**config.mk**
```make
export PLATFORM = sky130hd
export DESIGN_NAME = fifo_ram_ctrl
export DESIGN_NICKNAME = d
export VERILOG_FILES = /design/src/rtl/fifo_ram_ctrl.sv
export SDC_FILE = /design/constraint.sdc
export NUM_CORES = 1
export LEC_CHECK = 0
export ABC_AREA = 1
export CORE_AREA = 3 3 124 126
export CTS_CLUSTER_DIAMETER = 40
export DETAILED_ROUTE_END_ITERATION = 10
export DIE_AREA = 0 0 127 129
export REMOVE_ABC_BUFFERS = 1
export SYNTH_ARGS = -nofsm -noshare
export SYNTH_HDL_FRONTEND = slang
export SYNTH_SLANG_ARGS = --single-unit
```
**constraint.sdc**
```tcl
create_clock -name clk -period 3.8 [get_ports clk]
set_input_delay 0.76 -clock clk [delete_from_list [all_inputs] [get_ports clk]]
set_output_delay 0.76 -clock clk [all_outputs]
set_load 0.02 [all_outputs]
```
**src/rtl/fifo_ram_ctrl.sv**
```systemverilog
// FIFO controller over an external single-port RAM with a registered read port.
// A 2-entry output buffer hides the RAM read latency from the consumer.
// Writes to the RAM take priority once a producer has been stalled by a read.
module fifo_ram_ctrl #(
    parameter int unsigned Data_width = 32,
    parameter int unsigned Addr_width = 7
) (
    input  logic                  clk,
    input  logic                  rst_n,
    input  logic                  push_valid,
    output logic                  push_ready,
    input  logic [Data_width-1:0] push_data,
    output logic                  pop_valid,
    input  logic                  pop_ready,
    output logic [Data_width-1:0] pop_data,
    output logic [Addr_width:0]   count,
    output logic                  ram_we,
    output logic [Addr_width-1:0] ram_address,
    output logic [Data_width-1:0] ram_d,
    input  logic [Data_width-1:0] ram_q
);

    localparam int unsigned CW    = Addr_width + 1;
    localparam int unsigned DEPTH = 2 ** Addr_width;
    localparam logic [CW-1:0] RAM_FULL = CW'(DEPTH);

    logic [Addr_width-1:0] wr_ptr_q, wr_ptr_d;
    logic [Addr_width-1:0] rd_ptr_q, rd_ptr_d;
    logic [CW-1:0]         ram_count_q, ram_count_d;
    logic [CW-1:0]         count_q, count_d;
    logic [Data_width-1:0] ob_data_q [2];
    logic [Data_width-1:0] ob_data_d [2];
    logic                  ob_head_q, ob_head_d;
    logic [1:0]            ob_count_q, ob_count_d;
    logic                  rd_inflight_q, rd_inflight_d;
    logic                  wr_prio_q, wr_prio_d;

    logic rd_issue;
    logic push_acc;
    logic pop_acc;
    logic ob_tail;

    // Handshake and RAM port decode; read issue depends on registered state only
    always_comb begin
        rd_issue    = (ram_count_q != '0)
                   && ((ob_count_q + 2'(rd_inflight_q)) < 2'd2)
                   && !wr_prio_q;
        push_ready  = (ram_count_q < RAM_FULL) && !rd_issue;
        push_acc    = push_valid && push_ready && rst_n;
        pop_valid   = (ob_count_q != 2'd0);
        pop_acc     = pop_valid && pop_ready;
        pop_data    = ob_data_q[ob_head_q];
        ob_tail     = ob_head_q ^ ob_count_q[0];
        count       = count_q;
        ram_we      = push_acc;
        ram_address = push_acc ? wr_ptr_q : rd_ptr_q;
        ram_d       = push_data;
    end

    // Next-state for pointers, occupancy, output buffer and write priority
    always_comb begin
        wr_ptr_d      = wr_ptr_q;
        rd_ptr_d      = rd_ptr_q;
        ram_count_d   = ram_count_q;
        count_d       = count_q;
        ob_data_d     = ob_data_q;
        ob_head_d     = ob_head_q;
        ob_count_d    = ob_count_q;
        rd_inflight_d = rd_issue;
        wr_prio_d     = wr_prio_q;

        if (push_acc) begin
            wr_ptr_d = wr_ptr_q + Addr_width'(1);
        end
        if (rd_issue) begin
            rd_ptr_d = rd_ptr_q + Addr_width'(1);
        end
        ram_count_d = ram_count_q + CW'(push_acc) - CW'(rd_issue);
        count_d     = count_q + CW'(push_acc) - CW'(pop_acc);

        // RAM data returning from last cycle's read lands behind any held word
        if (rd_inflight_q) begin
            ob_data_d[ob_tail] = ram_q;
        end
        ob_count_d = ob_count_q + 2'(rd_inflight_q) - 2'(pop_acc);
        ob_head_d  = ob_head_q ^ pop_acc;

        // A producer stalled by a read gets the next slot
        if (!push_valid || push_acc) begin
            wr_prio_d = 1'b0;
        end else if ((ram_count_q < RAM_FULL) && rd_issue) begin
            wr_prio_d = 1'b1;
        end
    end

    // State registers with asynchronous clear
    always_ff @(posedge clk or negedge rst_n) begin
        if (!rst_n) begin
            wr_ptr_q      <= '0;
            rd_ptr_q      <= '0;
            ram_count_q   <= '0;
            count_q       <= '0;
            ob_data_q[0]  <= '0;
            ob_data_q[1]  <= '0;
            ob_head_q     <= 1'b0;
            ob_count_q    <= 2'd0;
            rd_inflight_q <= 1'b0;
            wr_prio_q     <= 1'b0;
        end else begin
            wr_ptr_q      <= wr_ptr_d;
            rd_ptr_q      <= rd_ptr_d;
            ram_count_q   <= ram_count_d;
            count_q       <= count_d;
            ob_data_q     <= ob_data_d;
            ob_head_q     <= ob_head_d;
            ob_count_q    <= ob_count_d;
            rd_inflight_q <= rd_inflight_d;
            wr_prio_q     <= wr_prio_d;
        end
    end

endmodule

```
==> impl_results.md <==
* Unrepaired setup endpoints after global routing: no
* DRC marker count from the first detailed-route iteration at 294
* Xor/xnor share of the synthesized area at 2.618%
* Post-synthesis sequential area ratio at 45.87%
* Via/cell ratio at 4.904
* Post-DP HPWL at 9315 um
* N_diodes at 0
* Crit-path cells: ha_1, inv_1, nand2_1, nand3_1, inv_1, nand2_2, nand3_2, inv_1, clkdlybuf4s50_1
* Commonest non-fill, non-tap cells in the layout: nand2_1 (217), dfrtp_1 (99), inv_1 (87), clkdlybuf4s50_1 (84), o21ai_0 (64)
* Gr ovfl total at 0
* Setup violators final at 0
* Area occupied by multi-input gates at 0.002213 sq mm
* Worst Skew at 0.006506 ns
* # fillers at 1396
* Final Slew Violations at 0
* Hold_ws at 0.4740 ns
* Setup crit end kind: output pin
* Dominant cell type by area after synthesis: dfrtp_1
* Drt wl/cell at 14.85 um
* I/O pin total at 150
* Internal Power at 3593 uW
* H-Tree Depth at 3
* Final hold viol count at 0
* Clk root buf: clkbuf_16
* Vias in the first global route at 4371
* Pre-antenna DRT Iters at 5
* CTS max path bufs at 2
* Skew-Pair Late Insertion Delay at 0.35 ns
* Register area at 0.002477 sq mm
* Rows at 44
* Sw frac at 45.97%
* Clock Sinks at 99
* Largest family of logic cells by synthesized area: simple AND/OR/NAND/NOR gates
* Tot GR Track Use at 17.06%
* Critical Path AT at 2.68 ns
* Drt drc at 0
* Syn_area_per_cell at 7.967 sq um
* Min-delay worst type: register to register
* Core box area at 0.01442 sq mm
* CP most frequent cell: inv_1
* First-pass GRT wire length at 22270 um
* Gpl congestion at 0.8068
* Top post-synthesis cells by area: dfrtp_1 (46%), nand2_1 (15%), inv_1 (6.1%), o21ai_0 (5.9%), buf_4 (5.4%)
* Die Wd at 127 um
* CP max FO at 17
* VDD IR max at 0.0004776 V
* Initial antenna violation count at 0
* Num CTS Buffers at 9
* Antenna viol nets, final at 0
* CTS Hold Buffers Added at 0
* Routed via count at 4453
* Area grow syn2layout at 19.30%
* Status: completed
* Comb power frac at 58.0%
* CTS clk-pin slew, worst paths at 0.06 ns
* Setup TNS at 0 ns
* Startpoint Class: register
* Buffers on Ports at 85
* Sequential share of power at 28.3%
* Cell Area, Synth at 0.005401 sq mm
* Mux share of post-synthesis cell area at 0%
* Simple-Gate Fraction of Synth Area at 24.18%
* Leak Pwr at 0.003227 uW
* Crit-path max cell delay at 0.62 ns
* Cells after synthesis at 678
* Period utilization at 90.62%
* Synth Area in Compound Gates at 8.015%
* Die Y at 129 um
* Slew HR at 25.82%
* Largest net degree at the start of global routing at 66
* Die Area at 0.01638 sq mm
* Adder-Cell Fraction of Synth Area at 6.069%
* Most common cell after layout, fill and taps aside: nand2_1
* Slew of the pin with the lowest slew margin at 1.110 ns
* P per Cell Area at 1032 mW/mm^2
* Syn. warnings at 0
* Initial Util at 37.45%
* Post-synth cell types at 28
* Slowest-stage cell, CP: clkdlybuf4s50_1
* Sw power at 3057 uW
* Layout cells sized above 1 at 4.006%
* Synth top area share at 45.87%
* Max-cap violation count at 0
* Synth Register Bits at 99
* Final min period at 3.444 ns
* Fmax at 290.4 MHz
* Clock Power Share at 13.7%
* Setup CP Type: register to output pin
* NumNets Final at 813
* CTS tree: yes
* Critical path required time at 3.04 ns
* Total wire length at 13480 um
metal layers:
| metal | wire length [um] | GRT usage (%) | part of all wire (%) | vias to the layer above |
|---|---|---|---|---|
| met3 | 1178 | 7.389 | 8.7 | 12 |
| met4 | 140 | 3.722 | 1.0 | 0 |
| li1 | - | - | - | 2187 |
| met5 | 0 | 1.176 | 0 | - |
| met1 | 6429 | 23.14 | 48 | 2101 |
| met2 | 5734 | 25.40 | 43 | 153 |
final timing paths:
path                            slack, ns          start       endpoint  cells after the start
worst max-delay path                 0.36  ob_count_q[0]         ram_we                      9
worst min-delay path                 0.47  ob_data_q[53]  ob_data_q[53]                      2
worst max register to register       0.71  ob_count_q[0]       count[6]                     15
worst min register to register       0.47  ob_data_q[53]  ob_data_q[53]                      2
max in group asynchronous            2.14          rst_n   ob_data_q[2]                      3
min in group asynchronous            0.54          rst_n       count[1]                      2
sequential cells by signal, summed over array words and instances (netlist names):
name           cells
wr_prio_q          1
ob_head_q          1
count              8
wr_ptr_q           7
ob_data_q         64
rd_inflight_q      1
ob_count_q         2
ram_count_q        8
rd_ptr_q           7
repair_timing:
action                     4_1_cts  5_1_grt
setup endpoints to repair        0        8
buffers inserted                 0        0
gates resized for setup          0        1
critical path: cells and delay by family (launching register included):
kind          cells  cell delay, ns
flops             1            0.44
buf+inv           4            0.90
fa+ha+maj         1            0.24
simple gates      4            0.74
kinds of logic (layout without fill, tap and decap cells):
group	Yosys count	count (layout)
compound gates	84	84
flops	99	99
xor+xnor	14	14
fa+ha+maj	25	25
buf+inv	149	195
simple gates	307	307
metrics by stage:
step	cells	utilization (%)	power (uW)	instance area, sq um	worst slack, ns
final	908	44.67	6650	6444	0.3564
after global routing	908	44.67	7300	6444	0.1002
after CTS	908	44.64	6732	6439	0.1024
after detailed placement	893	42.62	5784	6147	0.3072
after global placement	893	42.62	5644	6147	0.4204
after floorplan	617	-	4316	5016	0.5315
Yosys cell counts (all sizes together):
master	number
a21boi	2
a21o	1
a21oi	8
buf	49
clkbuf	12
dfrtp	99
fa	2
ha	23
inv	88
nand2	218
nand3	52
nand3b	3
nand4	21
nor2	10
nor3	1
o211ai	1
o21ai	71
o21bai	1
or2	2
xnor2	4
xor2	10
final cells by class:
| cell class | count | area share (%) |
|---|---|---|
| clock buffers | 10 | 3.553 |
| inverters | 88 | 5.126 |
| multi-input cells | 430 | 34.35 |
| flip-flops and latches | 99 | 38.45 |
| repair buffers | 92 | 13.98 |
| clock inverters | 5 | 0.9709 |
| well taps | 184 | 3.573 |
power groups by stage:
stage / combinational, uW / sequential [uW] / clock [uW]
4_1_cts: 3910 / 1880 / 941
2_1_floorplan: 2410 / 1910 / 0
3_5_place_dp: 3890 / 1900 / 0
5_1_grt: 4360 / 1940 / 995
3_3_place_gp: 3760 / 1880 / 0
6_report: 3860 / 1880 / 912
(Power assumes the default switching activity.)
